==> config.mk <==
export PLATFORM = sky130hd
export DESIGN_NAME = audio_frame_sequencer
export DESIGN_NICKNAME = d
export VERILOG_FILES = /design/src/rtl/audio_frame_sequencer.sv
export SDC_FILE = /design/constraint.sdc
export NUM_CORES = 1
export LEC_CHECK = 0
export ABC_CLOCK_PERIOD_IN_PS = 2500
export BUFFER_PORTS_ARGS = -buffer_cell sky130_fd_sc_hd__buf_2
export CORE_MARGIN = 8
export CORE_UTILIZATION = 51
export CTS_CLUSTER_DIAMETER = 100
export DETAILED_ROUTE_END_ITERATION = 12
export PLACE_DENSITY_LB_ADDON = 0.05
export SLEW_MARGIN = 10
export SYNTH_ARGS = -nofsm -noshare
export SYNTH_HDL_FRONTEND = slang
export SYNTH_SLANG_ARGS = --single-unit
==> constraint.sdc <==
create_clock -name CLOCK_50 -period 2.5 [get_ports CLOCK_50]
set_input_delay 0.5 -clock CLOCK_50 [delete_from_list [all_inputs] [get_ports CLOCK_50]]
set_output_delay 0.5 -clock CLOCK_50 [all_outputs]
set_load 0.05 [all_outputs]
==> src/rtl/audio_frame_sequencer.sv <==
`default_nettype none
// ============================================================================
// Module      : audio_frame_sequencer
// Description : Frame-level sequencer between the codec handshake and the
//               effect chain. Captures one stereo sample, strobes the chain
//               once, waits a fixed latency, captures the result and writes
//               it when the codec allows. Owns frame-aligned effect config
//               with a click-suppressing soft mute after every change.
// Revision    : 1.0 - initial release
// ============================================================================
module audio_frame_sequencer #(
  parameter int PROC_LATENCY = 4,
  parameter int MUTE_FRAMES  = 16,
  parameter int SW_WIDTH     = 10
) (
  input  logic                       CLOCK_50,
  input  logic                       resetn,
  input  logic        [SW_WIDTH-1:0] sw_in,
  input  logic                       audio_in_available,
  input  logic                       audio_out_allowed,
  input  logic signed [31:0]         audio_in_L,
  input  logic signed [31:0]         audio_in_R,
  output logic                       read_audio_in,
  output logic                       write_audio_out,
  output logic signed [31:0]         audio_out_L,
  output logic signed [31:0]         audio_out_R,
  output logic signed [31:0]         chain_in_L,
  output logic signed [31:0]         chain_in_R,
  output logic                       chain_tick,
  input  logic signed [31:0]         chain_out_L,
  input  logic signed [31:0]         chain_out_R,
  output logic        [SW_WIDTH-1:0] cfg_sw,
  output logic        [15:0]         stall_count,
  output logic                       busy
);

  localparam logic [7:0]  c_LATENCY   = 8'(PROC_LATENCY);
  localparam logic [15:0] c_MUTE      = 16'(MUTE_FRAMES);
  localparam logic [15:0] c_STALL_MAX = 16'hFFFF;

  typedef enum logic [1:0] {
    ST_IDLE    = 2'd0,
    ST_PROCESS = 2'd1,
    ST_EMIT    = 2'd2
  } state_t;

  state_t r_state;
  state_t w_state_nxt;

  logic w_accept;   // IDLE exit: consume sample, tick the chain
  logic w_capture;  // latency elapsed: latch chain output
  logic w_fire;     // codec ready: present held sample

  logic        [SW_WIDTH-1:0] r_sw_meta;
  logic        [SW_WIDTH-1:0] r_sw_sync;
  logic        [SW_WIDTH-1:0] r_cfg;
  logic        [15:0]         r_mute_cnt;
  logic        [7:0]          r_lat_cnt;
  logic                       r_read;
  logic                       r_tick;
  logic                       r_write;
  logic                       r_emit_wait;
  logic        [15:0]         r_stall_cnt;
  logic signed [31:0]         r_chain_in_L;
  logic signed [31:0]         r_chain_in_R;
  logic signed [31:0]         r_hold_L;
  logic signed [31:0]         r_hold_R;
  logic signed [31:0]         r_out_L;
  logic signed [31:0]         r_out_R;

  // Two-flop synchroniser for the asynchronous board switches.
  always_ff @(posedge CLOCK_50) begin
    if (!resetn) begin
      r_sw_meta <= '0;
      r_sw_sync <= '0;
    end else begin
      r_sw_meta <= sw_in;
      r_sw_sync <= r_sw_meta;
    end
  end

  // Frame state register.
  always_ff @(posedge CLOCK_50) begin
    if (!resetn) begin
      r_state <= ST_IDLE;
    end else begin
      r_state <= w_state_nxt;
    end
  end

  // Next-state and frame event decode. The cycle carrying the write pulse is
  // already IDLE but is treated as turnaround, so a new read cannot start
  // until the cycle after the write.
  always_comb begin
    w_state_nxt = r_state;
    w_accept    = 1'b0;
    w_capture   = 1'b0;
    w_fire      = 1'b0;
    case (r_state)
      ST_IDLE: begin
        if (audio_in_available && !r_write) begin
          w_accept    = 1'b1;
          w_state_nxt = ST_PROCESS;
        end
      end
      ST_PROCESS: begin
        if (r_lat_cnt == 8'd0) begin
          w_capture   = 1'b1;
          w_state_nxt = ST_EMIT;
        end
      end
      ST_EMIT: begin
        if (audio_out_allowed) begin
          w_fire      = 1'b1;
          w_state_nxt = ST_IDLE;
        end
      end
      default: begin
        w_state_nxt = ST_IDLE;
      end
    endcase
  end

  // Input side: handshake pulses, sample latch, latency counter, config.
  always_ff @(posedge CLOCK_50) begin
    if (!resetn) begin
      r_read       <= 1'b0;
      r_tick       <= 1'b0;
      r_chain_in_L <= '0;
      r_chain_in_R <= '0;
      r_lat_cnt    <= '0;
      r_cfg        <= '0;
    end else begin
      r_read <= w_accept;
      r_tick <= w_accept;
      if (w_accept) begin
        r_chain_in_L <= audio_in_L;
        r_chain_in_R <= audio_in_R;
        r_lat_cnt    <= c_LATENCY;
        if (r_sw_sync != r_cfg) begin
          r_cfg <= r_sw_sync;
        end
      end else if (r_state == ST_PROCESS && r_lat_cnt != 8'd0) begin
        r_lat_cnt <= r_lat_cnt - 8'd1;
      end
    end
  end

  // Soft mute: reloaded on a config change, consumed one frame per capture.
  always_ff @(posedge CLOCK_50) begin
    if (!resetn) begin
      r_mute_cnt <= c_MUTE;
      r_hold_L   <= '0;
      r_hold_R   <= '0;
    end else begin
      if (w_accept && (r_sw_sync != r_cfg)) begin
        r_mute_cnt <= c_MUTE;
      end else if (w_capture) begin
        if (r_mute_cnt != 16'd0) begin
          r_hold_L   <= '0;
          r_hold_R   <= '0;
          r_mute_cnt <= r_mute_cnt - 16'd1;
        end else begin
          r_hold_L <= chain_out_L;
          r_hold_R <= chain_out_R;
        end
      end
    end
  end

  // Output side: write pulse, held output samples and stall accounting.
  always_ff @(posedge CLOCK_50) begin
    if (!resetn) begin
      r_write     <= 1'b0;
      r_out_L     <= '0;
      r_out_R     <= '0;
      r_emit_wait <= 1'b0;
      r_stall_cnt <= '0;
    end else begin
      r_write <= w_fire;
      if (r_state == ST_EMIT && !audio_out_allowed) begin
        r_emit_wait <= 1'b1;
      end
      if (w_fire) begin
        r_out_L     <= r_hold_L;
        r_out_R     <= r_hold_R;
        r_emit_wait <= 1'b0;
        if (r_emit_wait && r_stall_cnt != c_STALL_MAX) begin
          r_stall_cnt <= r_stall_cnt + 16'd1;
        end
      end
    end
  end

  assign read_audio_in   = r_read;
  assign chain_tick      = r_tick;
  assign write_audio_out = r_write;
  assign audio_out_L     = r_out_L;
  assign audio_out_R     = r_out_R;
  assign chain_in_L      = r_chain_in_L;
  assign chain_in_R      = r_chain_in_R;
  assign cfg_sw          = r_cfg;
  assign stall_count     = r_stall_cnt;
  assign busy            = (r_state != ST_IDLE);

endmodule
`default_nettype wire

==> summary.md, run 1 <==
| Metric | Value |
|---|---|
| Routability Congestion | `0.805` |
| DR iter-0 viols | `396` |
| Slowest CP cell | `or4_1` |
| Dpl cells | `1617` |
| Final Hold Vio Count | `0` |
| Internal Power | `7500 uW` |
| Post-place setup slack | `434 ps` |
| Power density cells | `795 nW/um2` |
| Netlist Area Pre-Place | `10100 um2` |
| TritonCTS clock tree | `built` |
| Clk slew on worst S/H paths | `~60 ps` |
| First-pass GRT wire length | `42.1 mm` |
| Largest family of logic cells by synthesized area | `simple AND/OR/NAND/NOR gates` |
| Die H | `157 um` |
| Final Power | `10200 uW` |
| Worst setup SP type | `register` |
| Layout Area Growth over Synthesis | `27.0%` |
| Simple-gate area share of the yosys netlist | `a little under a quarter` |
| Mux contribution to synthesized area | `0.198%` |
| Core area | `between 15000 and 20000 um2` |
| Aggregate global-route resource usage | `about a fifth` |
| Setup ws final | `395 ps` |
| I/O Buffers | `around 300` |
| Post-Synth XOR/XNOR Area | `3.46%` |
| Drt wl/cell | `16.1 um` |
| DRT Wirelength | `26.9 mm` |
| Hpwl dp | `18.0 mm` |
| Commonest cells post-synth | `nand2_1, dfxtp_1, a21boi_0, nor2b_1, a22oi_1` |
| Critical path capture point type | `register` |
| Max Root-Sink Buffers | `3` |
| Hold-fix buffers, CTS | `0` |
| Clk network pwr share | `42.1%` |
| Post-synth EDFFs | `0` |
| H-tree levels | `1` |
| Fmax | `about 480 MHz` |
| Post-Syn Nets | `approximately 1300` |
| Congestion Overflow GR | `0` |
| Crit-path max FO | `8` |
| Combinational share of power | `between 10% and 20%` |
| Vias in the first global route | `between 8000 and 9000` |
| Synth area leader | `dfxtp_1` |
| Root Driver | `clkbuf_16` |
| Vias per cell | `5.04` |
| Drt drc | `0` |
| Adder-Cell Fraction of Synth Area | `less than 1%` |
| Routed vias | `~8400` |
| Worst-Skew Late Latency | `520 ps` |
| Sw Share | `around a quarter` |
| Initial antenna violation count | `6` |
| Nets | `1528` |
| Crit path buffers/inverters | `2` |
| Sequential power share | `44.1%` |
| Crit path cell chain | `inv_1 > ha_1 > nor4b_1 > nand4_1 > buf_4 > nand2_1 > or4_1 > a21oi_1` |
| Register area | `roughly 5300 um2` |
| Slew HR | `68.1%` |
| Outcome | `completed` |
| Drt first pass iters | `5` |
| Top-count cell post-synth | `nand2_1` |
| Crit path max-delay family | `simple AND/OR/NAND/NOR gates` |
| Share of cells above drive strength 1 | `26.7%` |
| Crit path largest cell delay | `470 ps` |
| Largest net degree at the start of global routing | `91` |
| Cells after synthesis | `1116` |
| Yosys warning count | `0` |
| Ports | `300` |
| Post-CTS sizing | `0` |
| Post-Layout Cell Count | `around 1700` |
| Crit Path Category | `reg2reg` |
| Post-synth ARST share | `0%` |
| CTS sink cnt | `approximately 270` |
| Setup Buffers After CTS | `0` |
| # Max-Cap Violations | `0` |
| Hold crit path type | `in2reg` |
| Synthesis-stage register bit count | `267` |
| Peak supply drop | `0.612 mV` |
| RSZ-0062 raised after global routing | `no` |
| Post-synthesis sequential area ratio | `roughly 53%` |
| Starting Density | `between 50% and 60%` |
| Die area | `24600 um2` |
| Final Max Slew Viols | `0` |
| Most used flip-flop cell after synthesis | `dfxtp_1` |
| Post-synthesis compound-gate area fraction | `16.5%` |
| Syn avg cell area | `9.07 um2` |
| FILL cells | `1655` |
| Fin crit share | `84.2%` |
| CP required | `just under 3000 ps` |
| Die Wd | `157 um` |
| Library cells used by synthesis | `47` |
| Final TNS setup | `0 ps` |
| WP data arrival | `2560 ps` |
| TritonCTS Buffers | `28` |
| Final min period | `2110 ps` |
| Sw power | `2720 uW` |
| Antenna viol nets, final | `0` |
| Area of the multi-input gates | `4450 um2` |
| FP Rows | `51` |
| Setup Skew | `7.99 ps` |
| Setup violators final | `0` |
| Area contributors post-synth | `dfxtp_1, nand2_1, a21boi_0` |
| Share of the synthesized area in the top cell type | `a little over half` |
| Pleak | `0.00537 uW` |
| Tightest Pin Transition | `476 ps` |
## sequential cells by signal (all words and copies together) (netlist names)
signal,count
audio_out_L,32
audio_out_R,32
cfg_sw,10
chain_in_L,32
chain_in_R,32
chain_tick,1
r_emit_wait,1
r_hold_L,32
r_hold_R,32
r_lat_cnt,8
r_mute_cnt,16
r_state,2
r_sw_meta,10
r_sw_sync,10
stall_count,16
write_audio_out,1
## per-stage QoR
stage | utilization, % | cell area [um2] | hold slack, ps
final | 66.0 | 12900 | 181
after global routing | 66.0 | 12900 | 164
after CTS | 66.0 | 12800 | 164
after detailed placement | 61.0 | 11900 | 421
after global placement | 61.0 | 11900 | 413
after floorplan | - | 10100 | 412
## layer usage
layer | share of wire [%] | wire length, um | vias to the layer above | GRT usage (%)
met5 | 0.13 | 35 | - | 0
met4 | 2.3 | 629 | 6 | 6.18
met3 | 8.8 | 2380 | 45 | 6.37
met2 | 45 | 12200 | 292 | 35.3
met1 | 43 | 11700 | 3812 | 25.2
li1 | - | - | 4268 | -
## power by group through the flow
stage	registers (uW)	logic (uW)	clock network, uW
detailed placement	4600	1420	0
floorplan	4940	619	0
global placement	4600	1410	0
finish	4510	1410	4300
CTS	4510	1420	4400
global route	4530	1520	4580
## final timing paths
| check | start | endpoint | slack [ps] | cells past startpoint |
|---|---|---|---|---|
| setup / recovery | r_mute_cnt[0] | r_mute_cnt[15] | 390 | 8 |
| hold / removal | sw_in[3] | r_sw_meta[3] | 180 | 2 |
| setup reg to reg | r_mute_cnt[0] | r_mute_cnt[15] | 390 | 8 |
| hold reg to reg | r_sw_meta[0] | r_sw_sync[0] | 430 | 1 |
## cell families (layout without fill, tap and decap cells)
kind of cell	after synthesis	after routing
adder cells (fa/ha/maj)	4	4
other	0	3
flip-flops	267	267
XOR/XNOR	40	40
AO/OA/AOI/OAI	228	228
AND/OR/NAND/NOR	490	490
multiplexers	2	2
buffers and inverters	85	371
## area by class of cell
cell class                      instances  area share (%)
Tap cell                              265            2.58
Timing Repair Buffer                  316            13.4
Sequential cell                       267            41.6
Clock buffer                           40            6.59
Antenna cell                            3          0.0584
Inverter                                5           0.146
Clock inverter                         10            1.02
Multi-Input combinational cell        764            34.7
## placed cells by master (no fill, tap or decap), drive strengths merged, types with 2 or more instances in the layout
cell type  count
nor3b          2
a21boi       130
xor2          26
nand2b         6
o21ai         14
a31oi          2
o211ai         3
clkinv         6
nand2        278
a21oi          5
a22oi         64
nand4         11
nor3           9
and3           5
mux2i          2
xnor2         14
buf          316
or4            4
clkbuf        40
dfxtp        267
nor2          27
nor4b          3
o21a           2
nor4           7
nand3         27
nor2b         67
and2          34
or2            2
ha             4
nand4b         4
inv            6
o31ai          4
diode          3
bufinv         3
Power figures use the tool's default switching activity.
==> inputs of run 2 (changes only) <==
--- a/config.mk
+++ b/config.mk
@@ -5,7 +5,7 @@
 export SDC_FILE = /design/constraint.sdc
 export NUM_CORES = 1
 export LEC_CHECK = 0
-export ABC_CLOCK_PERIOD_IN_PS = 2500
+export ABC_CLOCK_PERIOD_IN_PS = 2000
 export BUFFER_PORTS_ARGS = -buffer_cell sky130_fd_sc_hd__buf_2
 export CORE_MARGIN = 8
 export CORE_UTILIZATION = 51
==> constraint.sdc (replaced) <==
create_clock -name CLOCK_50 -period 2 [get_ports CLOCK_50]
set_input_delay 0.4 -clock CLOCK_50 [delete_from_list [all_inputs] [get_ports CLOCK_50]]
set_output_delay 0.4 -clock CLOCK_50 [all_outputs]
set_load 0.05 [all_outputs]
==> run 2 against run 1 <==
Compared with the run above: utilization increased by 1.1 points; first-iteration DRC count increased by 5.3%; count of clock-buffer cells in the layout decreased by 2; critical path depth decreased by 3; critical endpoint unchanged; critical path type unchanged; highest routed layer unchanged.
==> summary.md, run 2 (same netlist as run 1, synthesis figures left out) <==
| Metric | Value |
|---|---|
| Nets | `about 1600` |
| Sequential power share | `44.6%` |
| Dpl cells | `1636` |
| FILL cells | `1673` |
| TritonCTS Buffers | `27` |
| Final Max Slew Viols | `0` |
| Commonest non-fill, non-tap cell in the layout | `buf_2` |
| Congestion Overflow GR | `0` |
| # Max-Cap Violations | `0` |
| Starting Density | `between 50% and 60%` |
| Initial antenna violation count | `3` |
| Clk slew on worst S/H paths | `60 ps` |
| Most frequent cells in the layout | `buf_2, nand2_1, dfxtp_1` |
| Drt first pass iters | `5` |
| Drt wl/cell | `16.4 um` |
| Vias per cell | `5.08` |
| Peak supply drop | `~0.7 mV` |
| Power density cells | `approximately 970 nW/um2` |
| CTS sink cnt | `267` |
| WP data arrival | `2430 ps` |
| Drt drc | `0` |
| Setup Skew | `6.92 ps` |
| Combinational share of power | `between 10% and 20%` |
| Routed vias | `8586` |
| Die area | `24600 um2` |
| First-pass GRT wire length | `43.0 mm` |
| Final core utilization | `between 60 and 70%` |
| Slew HR | `71.9%` |
| Core area | `19500 um2` |
| Post-place setup slack | `86.7 ps` |
| Max Root-Sink Buffers | `3` |
| Aggregate global-route resource usage | `about a fifth` |
| Clk network pwr share | `40.8%` |
| Critical path capture point type | `register` |
| Outcome | `completed` |
| H-tree levels | `1` |
| Final Hold Vio Count | `0` |
| FP Rows | `between 50 and 60` |
| Crit-path max FO | `3` |
| CP required | `2460 ps` |
| Final min period | `between 1500 and 2000 ps` |
| Min Hold Slack | `between 70 and 80 ps` |
| Crit Path Category | `reg2reg` |
| Fmax | `508 MHz` |
| Layout Area Growth over Synthesis | `29.1%` |
| DR iter-0 viols | `417` |
| Setup ws final | `31.3 ps` |
| Sw power | `3380 uW` |
| Sw Share | `a little over a quarter` |
| Setup violators final | `0` |
| Hpwl dp | `19.0 mm` |
| Die Wd | `157 um` |
| Antenna viol nets, final | `0` |
| I/O Buffers | `299` |
| Share of cells above drive strength 1 | `about 29%` |
| Vias in the first global route | `a little over 8000` |
| Internal Power | `between 9000 and 10000 uW` |
| Routability Congestion | `0.855` |
| Worst-Skew Late Latency | `520 ps` |
| Die H | `157 um` |
| Pleak | `between 0.005 and 0.006 uW` |
| Tightest Pin Transition | `422 ps` |
| Root Driver | `clkbuf_16` |
| Largest net degree at the start of global routing | `94` |
| Hold crit path type | `in2reg` |
| Worst setup SP type | `register` |
| DRT Wirelength | `about 28 mm` |
| Fin crit share | `98.4%` |
| Final Power | `approximately 13000 uW` |
| TritonCTS clock tree | `built` |
| Ports | `300` |
| Post-Layout Cell Count | `1691` |
-- run 2: worst max-delay path, cell delays in order, from the launching register on --
cell	delay, ps
dfxtp_1	340
or4_4	570
nor4_4	310
nand3_2	110
or4_4	430
a21oi_2	140
-- run 2: final timing paths --
kind | startpoint | end | slack [ps] | cells past startpoint
max | r_mute_cnt[5] | r_mute_cnt[15] | 30 | 5
min | sw_in[8] | r_sw_meta[8] | 80 | 2
max reg2reg | r_mute_cnt[5] | r_mute_cnt[15] | 30 | 5
min reg2reg | r_sw_meta[3] | r_sw_sync[3] | 430 | 1
-- run 2: per-stage QoR --
stage | cell area (um2) | TNS, ps
detailed placement | 12000 | 0
finish | 13100 | 0
global placement | 12000 | 0
global route | 13100 | -57.0
floorplan | 10100 | 0
CTS | 12900 | 0
-- run 2: timing repair --
item / CTS / global route
endpoints found under the setup margin: 0 / 63
hold buffers: 0 / 0
buffers inserted: 0 / 6
resized for setup: 0 / 9
-- run 2: power by group through the flow --
| stage | Clock [uW] | Sequential (uW) | Combinational [uW] |
|---|---|---|---|
| after detailed placement | 0 | 5750 | 1830 |
| after floorplan | 0 | 6180 | 778 |
| after global routing | 5520 | 5660 | 2010 |
| after global placement | 0 | 5740 | 1810 |
| final | 5160 | 5640 | 1850 |
| after CTS | 5260 | 5630 | 1840 |
-- run 2: final cells by class --
class                           count  area [um2]  share of cell area (%)
Timing Repair Buffer              343        1970                    15.1
Multi-Input combinational cell    764        4480                    34.3
Tap cell                          265         332                    2.54
Clock buffer                       38         797                    6.10
Clock inverter                      7         113                   0.862
Sequential cell                   267        5350                    40.9
Inverter                            5        18.8                   0.144
Antenna cell                        2        5.00                  0.0383
-- run 2: layer usage --
layer | track usage [%] | vias to the layer above | routed length (um)
met5 | 0 | - | 8
met3 | 7.64 | 38 | 2660
li1 | - | 4313 | -
met1 | 24.8 | 3998 | 11400
met2 | 36.5 | 235 | 13200
met4 | 4.90 | 2 | 394
